[config.mk]
export PLATFORM = sky130hd
export DESIGN_NAME = edge_event_counter
export DESIGN_NICKNAME = d
export VERILOG_FILES = /design/src/rtl/edge_event_counter.sv
export SDC_FILE = /design/constraint.sdc
export NUM_CORES = 1
export LEC_CHECK = 0
export ABC_AREA = 1
export CORE_MARGIN = 1.5
export CORE_UTILIZATION = 50
export DETAILED_ROUTE_END_ITERATION = 12
export PLACE_DENSITY = 0.73
export SKIP_CTS_REPAIR_TIMING = 1
export SYNTH_ARGS = -nofsm -noshare
export SYNTH_HDL_FRONTEND = slang
export SYNTH_SLANG_ARGS = --single-unit
[constraint.sdc]
create_clock -name clk -period 2.4 [get_ports clk]
set_clock_uncertainty 0.2 [all_clocks]
set_input_delay 0.72 -clock clk [delete_from_list [all_inputs] [get_ports clk]]
set_output_delay 0.72 -clock clk [all_outputs]
set_load 0.05 [all_outputs]
[src/rtl/edge_event_counter.sv]
// Windowed edge counter behind an edge synchroniser, valid/ready result port.
// Define EDGE_TSTAMP_EN to add the first-edge timestamp output first_ts.
module edge_event_counter #(
   parameter int CNT_W = 8,
   parameter int WIN_W = 16,
   parameter int TS_W  = 16
) (
   input  logic             clk,
   input  logic             rst_n,
   input  logic             din,
   input  logic             en,
   input  logic [1:0]       edge_sel,
   input  logic [WIN_W-1:0] win_len,
   output logic [CNT_W-1:0] cnt_out,
   output logic             cnt_sat,
   output logic             cnt_valid,
   input  logic             cnt_ready,
   output logic             ovf,
`ifdef EDGE_TSTAMP_EN
   output logic [TS_W-1:0]  first_ts,
`endif
   input  logic             clr_ovf
);

   localparam logic [1:0] IDLE  = 2'd0;
   localparam logic [1:0] COUNT = 2'd1;
   localparam logic [1:0] DRAIN = 2'd2;

   if (CNT_W < 1 || WIN_W < 1 || TS_W < 1) begin : g_bad_param
      $error("edge_event_counter: widths must be >= 1");
   end

   logic [1:0]       state;
   logic             din_d;
   logic             armed;
   logic             rise;
   logic             fall;
   logic             hit;
   logic [WIN_W-1:0] win_cnt;
   logic [WIN_W-1:0] win_init;
   logic [CNT_W-1:0] ev_cnt;
   logic [CNT_W-1:0] res_cnt;
   logic             sat;
   logic             res_sat;
   logic             full;
   logic             last;
   logic             post;
   logic             start;
   logic             accept;

   assign rise = din & ~din_d;
   assign fall = ~din & din_d;
   assign hit  = armed & ((rise & edge_sel[0]) | (fall & edge_sel[1]));

   assign win_init = (win_len == '0) ? '0 : win_len - WIN_W'(1);

   // The final cycle's hit is folded into the posted result, not into ev_cnt.
   assign full    = &ev_cnt;
   assign res_cnt = (hit & ~full) ? ev_cnt + CNT_W'(1) : ev_cnt;
   assign res_sat = sat | (hit & full);

   assign last   = (state == COUNT) && (win_cnt == '0);
   assign post   = last || (state == DRAIN);
   assign start  = en && ((state == IDLE) || last);
   assign accept = ~cnt_valid | cnt_ready;

   always_ff @(posedge clk) begin
      if (!rst_n) begin
         state     <= IDLE;
         din_d     <= 1'b0;
         armed     <= 1'b0;
         win_cnt   <= '0;
         ev_cnt    <= '0;
         sat       <= 1'b0;
         cnt_out   <= '0;
         cnt_sat   <= 1'b0;
         cnt_valid <= 1'b0;
         ovf       <= 1'b0;
      end else begin
         din_d <= din;
         armed <= 1'b1;

         unique case (state)
            IDLE:    if (en) state <= COUNT;
            COUNT: begin
               if (win_cnt == '0)
                  state <= en ? COUNT : IDLE;
               else if (!en)
                  state <= DRAIN;
            end
            DRAIN:   state <= IDLE;
            default: state <= IDLE;
         endcase

         if (start) begin
            win_cnt <= win_init;
            ev_cnt  <= '0;
            sat     <= 1'b0;
         end else if (state == COUNT) begin
            win_cnt <= win_cnt - WIN_W'(1);
            ev_cnt  <= res_cnt;
            sat     <= res_sat;
         end

         if (post && accept) begin
            cnt_out   <= res_cnt;
            cnt_sat   <= res_sat;
            cnt_valid <= 1'b1;
         end else if (cnt_valid && cnt_ready) begin
            cnt_valid <= 1'b0;
         end

         if (post && !accept)
            ovf <= 1'b1;
         else if (clr_ovf)
            ovf <= 1'b0;
      end
   end

`ifdef EDGE_TSTAMP_EN
   logic [TS_W-1:0] ts;
   logic [TS_W-1:0] ts_first;
   logic [TS_W-1:0] res_ts;
   logic            got;

   assign res_ts = got ? ts_first : (hit ? ts : '1);

   always_ff @(posedge clk) begin
      if (!rst_n) begin
         ts       <= '0;
         ts_first <= '0;
         got      <= 1'b0;
         first_ts <= '0;
      end else begin
         ts <= ts + TS_W'(1);
         if (start) begin
            got <= 1'b0;
         end else if (state == COUNT && hit && !got) begin
            ts_first <= ts;
            got      <= 1'b1;
         end
         if (post && accept)
            first_ts <= res_ts;
      end
   end
`endif

endmodule
==> impl_metrics.yaml, run 1 <==
status:
  status: "finished clean"
worst_setup_path:
  arrival_ns: 1.44
  max_stage_delay_ns: 0.81
  worstSetupEndpointType: "primary output"
  setup.worst_path.class: "flip-flop to primary output"
  crit_chain: "clkdlybuf4s50_1"
  cpLargestDelayFamily: "buffers and inverters"
  crit_path_start_kind: "flip-flop"
  critPathBufInv: 1
  crit_required_ns: 1.48
  crit_path_max_fanout: 2
  slowest_stage: "clkdlybuf4s50_1"
cts:
  h-tree-depth: 2
  path_clk_slew_ns: 0.07
  cts_sinks: 40
  clockBufferDepth: 2
  cts_inserted_buffers: 5
  cts_tree: "yes"
  clk-insertion-delay-late_ns: 0.29
  root_buffer: "clkbuf_8"
place:
  io_buffers: 34
  gp_congestion: 0.930
  placed_cells: 559
  dp_slack_ns: -0.169
  dp_hpwl_um: 4440
route:
  ant_nets: 0
  viasPerCell: 4.85
  drtIter0Drc: 108
  wl_per_cell_um: 10.5
  drc_errors: 0
  dr.pass1.iters: 4
  drt-total-wl_um: 5930
  dr_total_vias: 2748
yosys:
  synth_cells: 432
  yosysWarnings: 0
  synth_compound_area_share_pct: 11.2
  synth_area_sq_mm: 0.00265
  synth-edff-count: 0
  synth_adder_area_share_pct: 1.42
  synthDistinctLibCells: 28
  avgSynthCellArea_sq_um: 6.13
  synthFlopType: "dfxtp_1"
  synth_seq_area_share_pct: 30.2
  synthXorXnorAreaFrac_pct: 6.61
  synth_top_family_by_area: "simple AND/OR/NAND/NOR gates"
  synthMuxAreaShare_pct: 0
  ys_ff_latch: 40
  yosys.area_share.simple_pct: 40.3
  async_flop_share_pct: 0
  syn-num-nets: 459
global_route:
  grt_remaining_overflow: 0
  grt_usage_pct: 21.8
  antenna_found_initial: 0
  grt_pass1_vias: 2355
  grt_pass1_wl_um: 9800
  grt_max_degree: 25
job:
  maxCapViolCount: 0
sta:
  setup_slack_ns: 0.0401
  fin_crit_ns: 2.36
  rsz0062_at_grt: "no"
  tightest_slew_ns: 0.508
  fmaxAchievable_mhz: 424
  setup_viol: 0
  fin_crit_sh_pct: 98.3
  fin_tns_setup_ns: 0
  hold_viol: 0
  relSlewSlack_pct: 66.0
  maxSlewViolCount: 0
finish:
  most-common-layout-cells: "104 x nand2_1, 80 x nor2_1, 55 x inv_1, 40 x dfxtp_1, 36 x buf_4"
  drive_gt1_share_pct: 13.7
  area_growth_syn_to_layout_pct: 26.8
  layout_commonest_cell: "nand2_1"
  antenna_cells: 0
  final_cells: 567
  nets: 524
  final_util_pct: 65.8
die:
  ios: 35
  initial_core_util_pct: 51.9
  placementRows: 26
  die_area_sq_mm: 0.00574
  die_y_um: 75.8
  fp.dieW_um: 75.8
  coreArea_sq_mm: 0.00511
power_and_ir_drop:
  power_density_mw_per_mm2: 496
  p_leak_nw: 1.65
  finalPower_mw: 1.67
  ir_drop_mv: 0.227
min_path:
  hold_path_class: "flip-flop to flip-flop"
power by group:
part           leakage, nW  switching, mW  internal, mW
combinational         1.28          0.281         0.205
clock               0.0410          0.231         0.198
sequential           0.328         0.0425         0.708
total                 1.65          0.555          1.11
stage by stage:
| stage | instance area, sq um | hold WS [ns] |
|---|---|---|
| 2_1_floorplan | 2650 | 0.279 |
| 3_3_place_gp | 3260 | 0.254 |
| 3_5_place_dp | 3260 | 0.266 |
| 4_1_cts | 3330 | 0.277 |
| 5_1_grt | 3360 | 0.307 |
| 6_report | 3360 | 0.275 |
final timing paths:
check                           startpoint        end  slack, ns  cells past startpoint
worst min register to register         ovf        ovf       0.27                      2
worst max register to register  win_cnt[0]  ev_cnt[0]       0.38                      9
worst min-delay path                   ovf        ovf       0.27                      2
worst max-delay path                   ovf        ovf       0.04                      1
area by class of cell:
type | instances | area, sq um
fillers | 496 | 1750
multi-input cells | 326 | 1600
flip-flops and latches | 40 | 801
repair buffers | 65 | 573
inverters | 59 | 221
well taps | 70 | 87.6
clock buffers | 6 | 72.6
clock inverters | 1 | 5.00
cell families (layout without fill, tap and decap cells):
| kind of cell | after synthesis | count (layout) |
|---|---|---|
| adders and majority gates | 3 | 3 |
| and+or+nand+nor | 246 | 247 |
| DFF | 40 | 40 |
| buffers and inverters | 67 | 131 |
| xor gates and xnor gates | 20 | 20 |
| AOI/OAI and AO/OA | 56 | 56 |
flip-flops by register name, indices dropped and copies added, names as in the netlist:
signal / count
sat: 1
cnt_out: 8
cnt_sat: 1
ev_cnt: 8
win_cnt: 16
ovf: 1
state: 2
cnt_valid: 1
armed: 1
din_d: 1
cell usage after synthesis (3+ instances only):
| cell type | count | area share, % |
|---|---|---|
| nand2_1 | 104 | 15 |
| nor2_1 | 80 | 11 |
| inv_1 | 55 | 7.8 |
| dfxtp_1 | 40 | 30 |
| nand3_1 | 33 | 6.2 |
| o21ai_0 | 32 | 6.0 |
| a21oi_1 | 21 | 4.0 |
| xor2_1 | 15 | 5.0 |
| nor2_2 | 6 | 1.4 |
| nand2_2 | 5 | 1.2 |
| nand4_1 | 5 | 1.2 |
| xnor2_1 | 5 | 1.7 |
| clkbuf_1 | 4 | 0.57 |
| ha_1 | 3 | 1.4 |
| nand2_4 | 3 | 1.3 |
| nor2_4 | 3 | 1.3 |
per-layer routing:
layer / up-vias / wire [um] / track usage (%)
met2: 49 / 2990 / 40.2
met1: 1210 / 2680 / 25.5
met4: 0 / 106 / 7.74
li1: 1480 / - / -
met5: - / 0 / 0
met3: 9 / 161 / 3.17
No activity file was read; power rests on OpenSTA's default activity.
==> inputs of run 2 (changes only) <==
CTS_CLUSTER_SIZE = 24   (was unset)
DONT_BUFFER_PORTS = 1   (was unset)
PLACE_DENSITY = unset   (was 0.73)
TNS_END_PERCENT = 100   (was unset)
==> run 2 against run 1 <==
  * Die area did not move
  * Worst hold slack got worse by 0.025 ns
  * Maximum frequency rose by 16%
  * Global-route usage rose by 0.34 points
  * Cell count fell by 10%
  * Critical path depth rose by 9
  * Sequential power rose by 3.5%
  * Register-to-register slack barely moved
  * Critical path type is now flip-flop to flip-flop
==> impl_metrics.yaml, run 2 (synthesis results as in run 1) <==
status:
  status: "finished clean"
sta:
  hold_viol: 0
  fmaxAchievable_mhz: 493
  fin_tns_setup_ns: 0
  fin_crit_ns: 2.03
  fin_crit_sh_pct: 84.6
  maxSlewViolCount: 0
  rsz0062_at_grt: "no"
  holdWs_ns: 0.249
  tightest_slew_ns: 0.514
  setup_viol: 0
  relSlewSlack_pct: 65.7
die:
  coreArea_sq_mm: 0.00511
  initial_core_util_pct: 51.9
  placementRows: 26
  ios: 35
  fp.dieW_um: 75.8
  die_area_sq_mm: 0.00574
  die_y_um: 75.8
finish:
  drive_gt1_share_pct: 7.99
  area_growth_syn_to_layout_pct: 7.18
  layout_commonest_cell: "nand2_1"
  top_regs: "win_cnt: 16 flops, cnt_out: 8 flops, ev_cnt: 8 flops"
  largest_reg_flops: 16
  nets: 464
  antenna_cells: 0
  most-common-layout-cells: "104 x nand2_1, 80 x nor2_1, 55 x inv_1, 40 x dfxtp_1, 33 x nand3_1"
  fill_cells: 568
  regMostFlops: "win_cnt"
global_route:
  grt_pass1_wl_um: 9520
  grt_usage_pct: 22.2
  grt_pass1_vias: 2217
  antenna_found_initial: 0
  grt_remaining_overflow: 0
  grt_max_degree: 26
route:
  ant_nets: 0
  viasPerCell: 4.88
  drc_errors: 0
  dr.pass1.iters: 4
  drt-total-wl_um: 5820
  dr_total_vias: 2480
  drtIter0Drc: 53
  wl_per_cell_um: 11.5
cts:
  clk-insertion-delay-late_ns: 0.29
  cts_sinks: 40
  cts_inserted_buffers: 5
  path_clk_slew_ns: 0.08
  h-tree-depth: 2
  cts_tree: "yes"
  root_buffer: "clkbuf_8"
  clockBufferDepth: 2
place:
  dp_hpwl_um: 4310
  io_buffers: 0
  gp_congestion: 0.858
worst_setup_path:
  arrival_ns: 2.06
  worstSetupEndpointType: "flip-flop"
  crit_path_max_fanout: 17
  max_stage_delay_ns: 0.33
  setup.worst_path.class: "flip-flop to flip-flop"
  slowest_stage: "dfxtp_1"
  crit_path_start_kind: "flip-flop"
  crit_chain: "inv_1 -> ha_1 -> nand2_2 -> nor2_2 -> nand2_4 -> nand2_2 -> nand2_4 -> nor2_4 -> nand2_1 -> a21oi_1"
  crit_required_ns: 2.43
power_and_ir_drop:
  ir_drop_mv: 0.268
  p_leak_nw: 1.38
  power_density_mw_per_mm2: 595
job:
  maxCapViolCount: 0
min_path:
  hold_path_class: "primary input to flip-flop"
run 2: changes by cell type in the layout (fill, tap and decap cells not counted), sizes merged:
cell / previous run / this run
bufinv: 0 / 1
buf: 37 / 6
dlymetal6s2s: 1 / 0
clkdlybuf4s50: 27 / 0
nor2: 90 / 89
run 2: where the power goes:
part / internal, mW / switching [mW] / leakage (nW)
Combinational: 0.135 / 0.229 / 0.994
Sequential: 0.708 / 0.0683 / 0.328
Clock: 0.309 / 0.241 / 0.0552
run 2: worst max-delay path: cells and delay by family, from the launching register on:
kind / cells / cell delay [ns]
simple gates: 7 / 0.99
flops: 1 / 0.33
fa+ha+maj: 1 / 0.20
compound gates: 1 / 0.15
buf+inv: 1 / 0.09
run 2: through the flow:
stage	total power [mW]	utilization (%)	std cells	worst slack, ns	area [sq um]
global route	1.80	55.6	508	0.195	2840
finish	1.69	55.6	508	0.370	2840
floorplan	1.08	-	432	0.187	2650
CTS	1.71	55.6	508	0.359	2840
detailed placement	1.16	53.5	500	0.128	2730
global placement	1.15	53.5	500	0.170	2730
run 2: area by class of cell:
cell class,count,area (sq um),area share (%)
inverter,59,221,7.80
sequential,40,801,28.2
clock inverter,2,35.0,1.23
timing repair buffer,6,45.0,1.59
multi-input combinational,325,1580,55.5
tap,70,87.6,3.09
clock buffer,6,72.6,2.56
run 2: metal layers:
metal | vias up | part of all wire, % | track usage, %
met5 | - | 0 | 0
met4 | 0 | 2.5 | 8.53
met3 | 11 | 3.5 | 4.10
met2 | 46 | 51 | 40.9
met1 | 1071 | 43 | 25.0
li1 | 1352 | - | -
run 2: worst paths after layout:
path | from | end | slack, ns | depth (start not counted)
setup / recovery | win_cnt[0] | win_cnt[10] | 0.37 | 10
hold / removal | rst_n | armed | 0.25 | 0
setup reg to reg | win_cnt[0] | win_cnt[10] | 0.37 | 10
hold reg to reg | sat | sat | 0.30 | 2
==> inputs of run 3 (changes only) <==
clock period = 2.12 ns   (was 2.4 ns; I/O delays follow)
==> run 3 against run 2 <==
  * Register-to-register slack worse by 0.24 ns
  * Largest cell class unchanged
  * Core utilization grew 1.4 points
  * Critical endpoint is now win_cnt[14]
  * Clock power grew 14%
==> impl_metrics.yaml, run 3 (synthesis results as in run 1) <==
global_route:
  grt_pass1_vias: 2227
  grt_usage_pct: 22.2
  grt_pass1_wl_um: 9590
  grt_max_degree: 26
  antenna_found_initial: 0
  grt_remaining_overflow: 0
worst_setup_path:
  crit_chain: "inv_1 -> ha_2 -> nand2_2 -> buf_4 -> nor2_1 -> nand2_1 -> nand2_1 -> nand2_1 -> nand2_1 -> nand2_1 -> nor2_1 -> nor2_1"
  crit_path_start_kind: "flip-flop"
  critPathBufInv: 2
  worstSetupEndpointType: "flip-flop"
  cpLargestDelayFamily: "simple AND/OR/NAND/NOR gates"
  max_stage_delay_ns: 0.33
  crit_required_ns: 2.11
  cp.depth: 12
  arrival_ns: 1.98
  slowest_stage: "dfxtp_1"
  setup.worst_path.class: "flip-flop to flip-flop"
  r2r_cells: 12
  crit_path_max_fanout: 5
  cp_common_cell: "nand2_1"
die:
  die_area_sq_mm: 0.00574
  fp.dieW_um: 75.8
  placementRows: 26
  coreArea_sq_mm: 0.00511
  die_y_um: 75.8
  initial_core_util_pct: 51.9
  ios: 35
power_and_ir_drop:
  p_switching_uw: 623
  p_leak_nw: 1.40
  pwr-share-comb_pct: 22.5
  switching_share_pct: 32.1
  p_seq_share_pct: 45.3
  clock_power_share_pct: 32.2
  power_density_mw_per_mm2: 666
  ir_drop_mv: 0.311
  p_int_mw: 1.32
job:
  maxCapViolCount: 0
sta:
  hold_viol: 0
  tightest_slew_ns: 0.516
  maxSlewViolCount: 0
  rsz0062_at_grt: "yes"
  relSlewSlack_pct: 65.6
  fmaxAchievable_mhz: 502
  fin_crit_sh_pct: 93.9
  fin_crit_ns: 1.99
  setup_slack_ns: 0.129
  setup_viol: 0
cts:
  path_clk_slew_ns: 0.08
  h-tree-depth: 2
  clk-insertion-delay-late_ns: 0.29
  clockBufferDepth: 2
  root_buffer: "clkbuf_8"
  cts_tree: "yes"
  cts_inserted_buffers: 5
  cts_sinks: 40
finish:
  largest_reg_flops: 16
  final_cells: 514
  nets: 470
  regMostFlops: "win_cnt"
  drive_gt1_share_pct: 10.8
  top_regs: "win_cnt: 16 flops, cnt_out: 8 flops, ev_cnt: 8 flops"
  most-common-layout-cells: "104 x nand2_1, 79 x nor2_1, 55 x inv_1, 40 x dfxtp_1, 32 x o21ai_0"
  layout_commonest_cell: "nand2_1"
  area_growth_syn_to_layout_pct: 9.97
  fill_cells: 567
  antenna_cells: 0
  final_util_pct: 57.0
min_path:
  hold_path_class: "primary input to flip-flop"
  hold_path_depth: 0
place:
  io_buffers: 0
  dp_slack_ns: -0.00662
  gp_congestion: 0.820
  placed_cells: 505
  dp_hpwl_um: 4330
route:
  ant_nets: 0
  dr_total_vias: 2490
  drc_errors: 0
  wl_per_cell_um: 11.5
  viasPerCell: 4.84
  drtIter0Drc: 79
  drt-total-wl_um: 5930
  dr.pass1.iters: 4
status:
  status: "finished clean"
## run 3: power groups by stage
stage | Clock, mW | Combinational (mW) | Sequential [mW]
global route | 0.678 | 0.501 | 0.886
floorplan | 0 | 0.343 | 0.885
finish | 0.625 | 0.436 | 0.878
detailed placement | 0 | 0.425 | 0.894
global placement | 0 | 0.419 | 0.894
CTS | 0.643 | 0.428 | 0.877
## run 3: worst reg2reg max path, delay by kind of cell (launching register included)
family,cells,cell delay [ns]
flip-flops,1,0.33
AND/OR/NAND/NOR,9,0.89
buffers and inverters,2,0.27
adder cells (fa/ha/maj),1,0.21
## run 3: routing by layer
| metal | routed length, um | up-vias | global-route usage (%) | part of all wire, % |
|---|---|---|---|---|
| met4 | 36 | 0 | 5.95 | 0.61 |
| met1 | 2590 | 1068 | 26.2 | 44 |
| met5 | 0 | - | 0 | 0 |
| met2 | 3080 | 51 | 40.5 | 52 |
| li1 | - | 1369 | - | - |
| met3 | 221 | 2 | 4.50 | 3.7 |
## run 3: per-stage QoR
stage	power, mW	hold slack, ns	instance area, sq um	setup TNS [ns]
floorplan	1.23	0.279	2660	0
global placement	1.31	0.291	2780	0
detailed placement	1.32	0.298	2780	-0.00662
CTS	1.95	0.157	2890	0
global route	2.06	0.146	2910	-0.0249
finish	1.94	0.173	2910	0
## run 3: layout make-up
class / count / area (sq um) / area share (%)
tap: 70 / 87.6 / 3.01
multi-input combinational: 326 / 1610 / 55.2
clock buffer: 5 / 68.8 / 2.36
clock inverter: 3 / 42.5 / 1.46
inverter: 59 / 221 / 7.60
sequential: 40 / 801 / 27.5
timing repair buffer: 11 / 82.6 / 2.84
## run 3: worst paths after layout
path	start	slack [ns]	to
min	rst_n	0.17	armed
min reg2reg	sat	0.31	sat
max	win_cnt[0]	0.13	win_cnt[14]
max reg2reg	win_cnt[0]	0.13	win_cnt[14]
==> edit 1: new RTL, config.mk and constraints of run 1 <==
The parameter `CNT_W` goes from 8 to 10.
--- a/src/rtl/edge_event_counter.sv
+++ b/src/rtl/edge_event_counter.sv
@@ -1,7 +1,7 @@
 // Windowed edge counter behind an edge synchroniser, valid/ready result port.
 // Define EDGE_TSTAMP_EN to add the first-edge timestamp output first_ts.
 module edge_event_counter #(
-   parameter int CNT_W = 8,
+   parameter int CNT_W = 10,
    parameter int WIN_W = 16,
    parameter int TS_W  = 16
 ) (
Interface: changed (resized cnt_out); port bits go from 35 to 37. The function was not compared with the original's and may differ.
==> edit 1 against run 1 <==
Sequential cell count increased by 4. Synthesized area grew 8.3%. Cell area is 6.2% higher. Routed wire length is 19% higher. Maximum frequency grew 0.12%. Setup slack better by 0.0029 ns. Via count up 10%. Total power up 19%. Highest routed layer unchanged.
==> edit 1: results <==
[clock_tree]
path_clk_slew_ns = 0.09
clk_path_buf_depth = 2

[power]
ir_worst_vdd_mv = 0.317
p_switching_w = 0.000601
p_clk_w = 0.000672
internal_power_w = 0.00138

[cells_and_area]
top_regs = win_cnt: 16 flops, cnt_out: 10 flops, ev_cnt: 10 flops
drive_gt1_frac = 0.0936
n_fill_cell = 513

[worst_setup_path]
crit_path_start = ovf$_SDFFE_PN0P_

[synth]
synthTopCellsByArea = dfxtp_1 31%, nand2_1 16%, nor2_1 13%, o21ai_0 8.2%, inv_1 7.2%
synth_cells = 480
synth.yosys.seq_area_share = 0.307
synth_compound_area_frac = 0.134
synth_fa_ha_area_frac = 0.0131
synth_xor_area_frac = 0.0641
synthTopCellsByCount = 119 x nand2_1, 98 x nor2_1, 55 x inv_1
synth.distinct_cells = 25
synth_nets = 507

[routing]
drt-total-wl_um = 7060
drt_iter0_drc = 258
vias_per_cell = 5.01
dr.pass1.iters = 5

[placed_design]
place_area_sq_mm = 0.00343
placed_cells = 599
routabilityCongestion = 0.857
port_buffers = 36
hpwl_um = 5170

[grt]
grt_max_degree = 29
grt_first_pass_wirelength_um = 12200
grt_use_total = 0.244
grt_pass1_vias = 2714

[timing]
relSlewSlack = 0.495

[outcome]
run_status = completed
[edit 1: cell types whose count changed in the layout (fill, tap and decap cells not counted), sizes merged, moves of 4 or more]
cell / delta
o21ai: +18
nor2: +12
nand2: +10
buf: -4
dfxtp: +4
xnor2: +4
[edit 1: final cells by class]
class / count / area share
multi-input cells: 368 / 0.480
inverters: 55 / 0.0579
repair buffers: 60 / 0.154
clock inverters: 2 / 0.0168
flip-flops and latches: 44 / 0.247
well taps: 72 / 0.0253
clock buffers: 5 / 0.0193
[edit 1: final timing paths]
check	end	slack [ns]	cells past startpoint
max	ovf	0.04	1
min	ovf$_SDFFE_PN0P_	0.28	2
max reg2reg	ev_cnt[9]$_SDFFE_PP0N_	0.24	9
min reg2reg	ovf$_SDFFE_PN0P_	0.28	2
[edit 1: routing by layer]
metal / global-route usage / wire (um)
met1: 0.345 / 3680
met5: 0 / 0
met4: 0.0571 / 54
met3: 0.0391 / 267
met2: 0.390 / 3060
==> edit 2: new RTL, settings of run 1 <==
Without the edit above. Register the output `cnt_out` once more, without a reset; this adds one clock of latency there. The other outputs are not delayed to match.
--- a/src/rtl/edge_event_counter.sv
+++ b/src/rtl/edge_event_counter.sv
@@ -25,6 +25,8 @@
    localparam logic [1:0] IDLE  = 2'd0;
    localparam logic [1:0] COUNT = 2'd1;
    localparam logic [1:0] DRAIN = 2'd2;
+
+   logic [CNT_W-1:0] cnt_s0;
 
    if (CNT_W < 1 || WIN_W < 1 || TS_W < 1) begin : g_bad_param
       $error("edge_event_counter: widths must be >= 1");
@@ -72,7 +74,7 @@
          win_cnt   <= '0;
          ev_cnt    <= '0;
          sat       <= 1'b0;
-         cnt_out   <= '0;
+         cnt_s0    <= '0;
          cnt_sat   <= 1'b0;
          cnt_valid <= 1'b0;
          ovf       <= 1'b0;
@@ -103,7 +105,7 @@
          end
 
          if (post && accept) begin
-            cnt_out   <= res_cnt;
+            cnt_s0    <= res_cnt;
             cnt_sat   <= res_sat;
             cnt_valid <= 1'b1;
          end else if (cnt_valid && cnt_ready) begin
@@ -145,4 +147,8 @@
    end
 `endif
 
+   always_ff @(posedge clk) begin
+      cnt_out <= cnt_s0;
+   end
+
 endmodule
Check against the original RTL: not equivalent (a bounded check fails within 4 cycles, from zero or initial values and one cycle with rst_n low).
==> edit 2 against run 1 <==
Final cell count increased by 2.8%. Routed wire length grew 7.0%. Utilization increased by 0.62 points. Setup slack improved by 0.013 ns. Synthesized area is 7.0% higher. Die area is 6.7% higher. Combinational power increased by 8.2%. Cell area up 8.2%. Worst hold slack lost 0.12 ns. Total power is 15% higher. Synthesized cell count up 1.6%. Sequential cell count up 8. Largest cell class unchanged. Largest power group unchanged. Highest routed layer unchanged.
==> edit 2: results <==
[outcome]
run_status = completed

[worst_setup_path]
path_max_fanout = 2
timing.rr.end = ev_cnt[7]$_SDFFE_PP0P_
cp-endpoint = ovf
timing.rr.start = win_cnt[0]$_SDFFE_PN0P_
cp_data_arrival_time_ns = 1.43
slowest_stage = clkdlybuf4s50_1
max_stage_delay_ns = 0.80

[routing]
drt_iter0_drc = 87
vias = 2815
wl_per_cell_um = 10.9

[power]
ir_worst_vdd_mv = 0.260
p_switching_w = 0.000603
p_leak_nw = 1.66
p_seq_frac = 0.467
power_frac_comb = 0.275

[placed_design]
place_area_sq_mm = 0.00353
routabilityCongestion = 0.882
hpwl_um = 5100
port_buffers = 34

[clock_tree]
clk_path_buf_depth = 2
h-tree-depth = 2
cts_root_buf = clkbuf_8
clk_latency_ns = 0.29
cts_inserted_buffers = 5

[grt]
grt_pass1_vias = 2671
grt_use_total = 0.226
grt_max_degree = 16
grt_first_pass_wirelength_um = 11200

[cells_and_area]
nets = 537
largest-register = win_cnt
n_fill_cell = 531
antenna_cells = 0
drive_gt1_frac = 0.149
largest_reg_flops = 16

[synth]
async_reset_ff_frac = 0
yosys_warnings = 0
synth_fa_ha_area_frac = 0.0132
ys.flop_type = dfxtp_1
synth.yosys.seq_area_share = 0.339
synth.distinct_cells = 34
synth_compound_area_frac = 0.134
synth_nets = 466
synth_xor_area_frac = 0.0556
synthTopCellsByCount = 103 x nand2_1, 84 x nor2_1, 48 x dfxtp_1
synthTopCellsByArea = dfxtp_1 34%, nand2_1 14%, nor2_1 11%, inv_1 6.1%, o21ai_0 6.0%

[timing]
tightestPinTransition_ns = 0.495
==> edit 2: how the worst min path moves through the flow <==
| stage | startpoint | to | slack (ns) | cells past startpoint |
|---|---|---|---|---|
| global route | cnt_s0[2]$_SDFFE_PN0P_ | cnt_out[2]$_DFF_P_ | 0.17 | 0 |
| detailed placement | cnt_s0[2]$_SDFFE_PN0P_ | cnt_out[2]$_DFF_P_ | 0.14 | 0 |
| finish | cnt_s0[2]$_SDFFE_PN0P_ | cnt_out[2]$_DFF_P_ | 0.15 | 0 |
| global placement | cnt_s0[2]$_SDFFE_PN0P_ | cnt_out[2]$_DFF_P_ | 0.13 | 0 |
| floorplan | cnt_s0[2]$_SDFFE_PN0P_ | cnt_out[2]$_DFF_P_ | 0.13 | 0 |
| CTS | cnt_s0[2]$_SDFFE_PN0P_ | cnt_out[2]$_DFF_P_ | 0.16 | 0 |
==> edit 2: routing by layer <==
layer | wire (um) | vias up | global-route usage
li1 | - | 1529 | -
met1 | 2650 | 1226 | 0.244
met2 | 3460 | 50 | 0.447
met3 | 161 | 10 | 0.0337
met4 | 83 | 0 | 0.0696
met5 | 0 | - | 0
==> edit 2: through the flow <==
stage               worst slack, ns   util  power, W  instances
finish                       0.0528  0.664   0.00191        583
CTS                          0.0354  0.661   0.00193        583
global route                -0.0667  0.664   0.00204        583
detailed placement           -0.234  0.644   0.00143        575
global placement             -0.176  0.644   0.00142        575
floorplan                     0.312      -   0.00125        439
==> edit 2: area by class of cell <==
cell class | count | area (sq um) | share of cell area
multi-input cells | 333 | 1640 | 0.453
flip-flops and latches | 48 | 961 | 0.265
repair buffers | 74 | 663 | 0.183
inverters | 48 | 180 | 0.0496
well taps | 72 | 90.1 | 0.0248
clock buffers | 7 | 86.3 | 0.0238
clock inverters | 1 | 7.51 | 0.00207
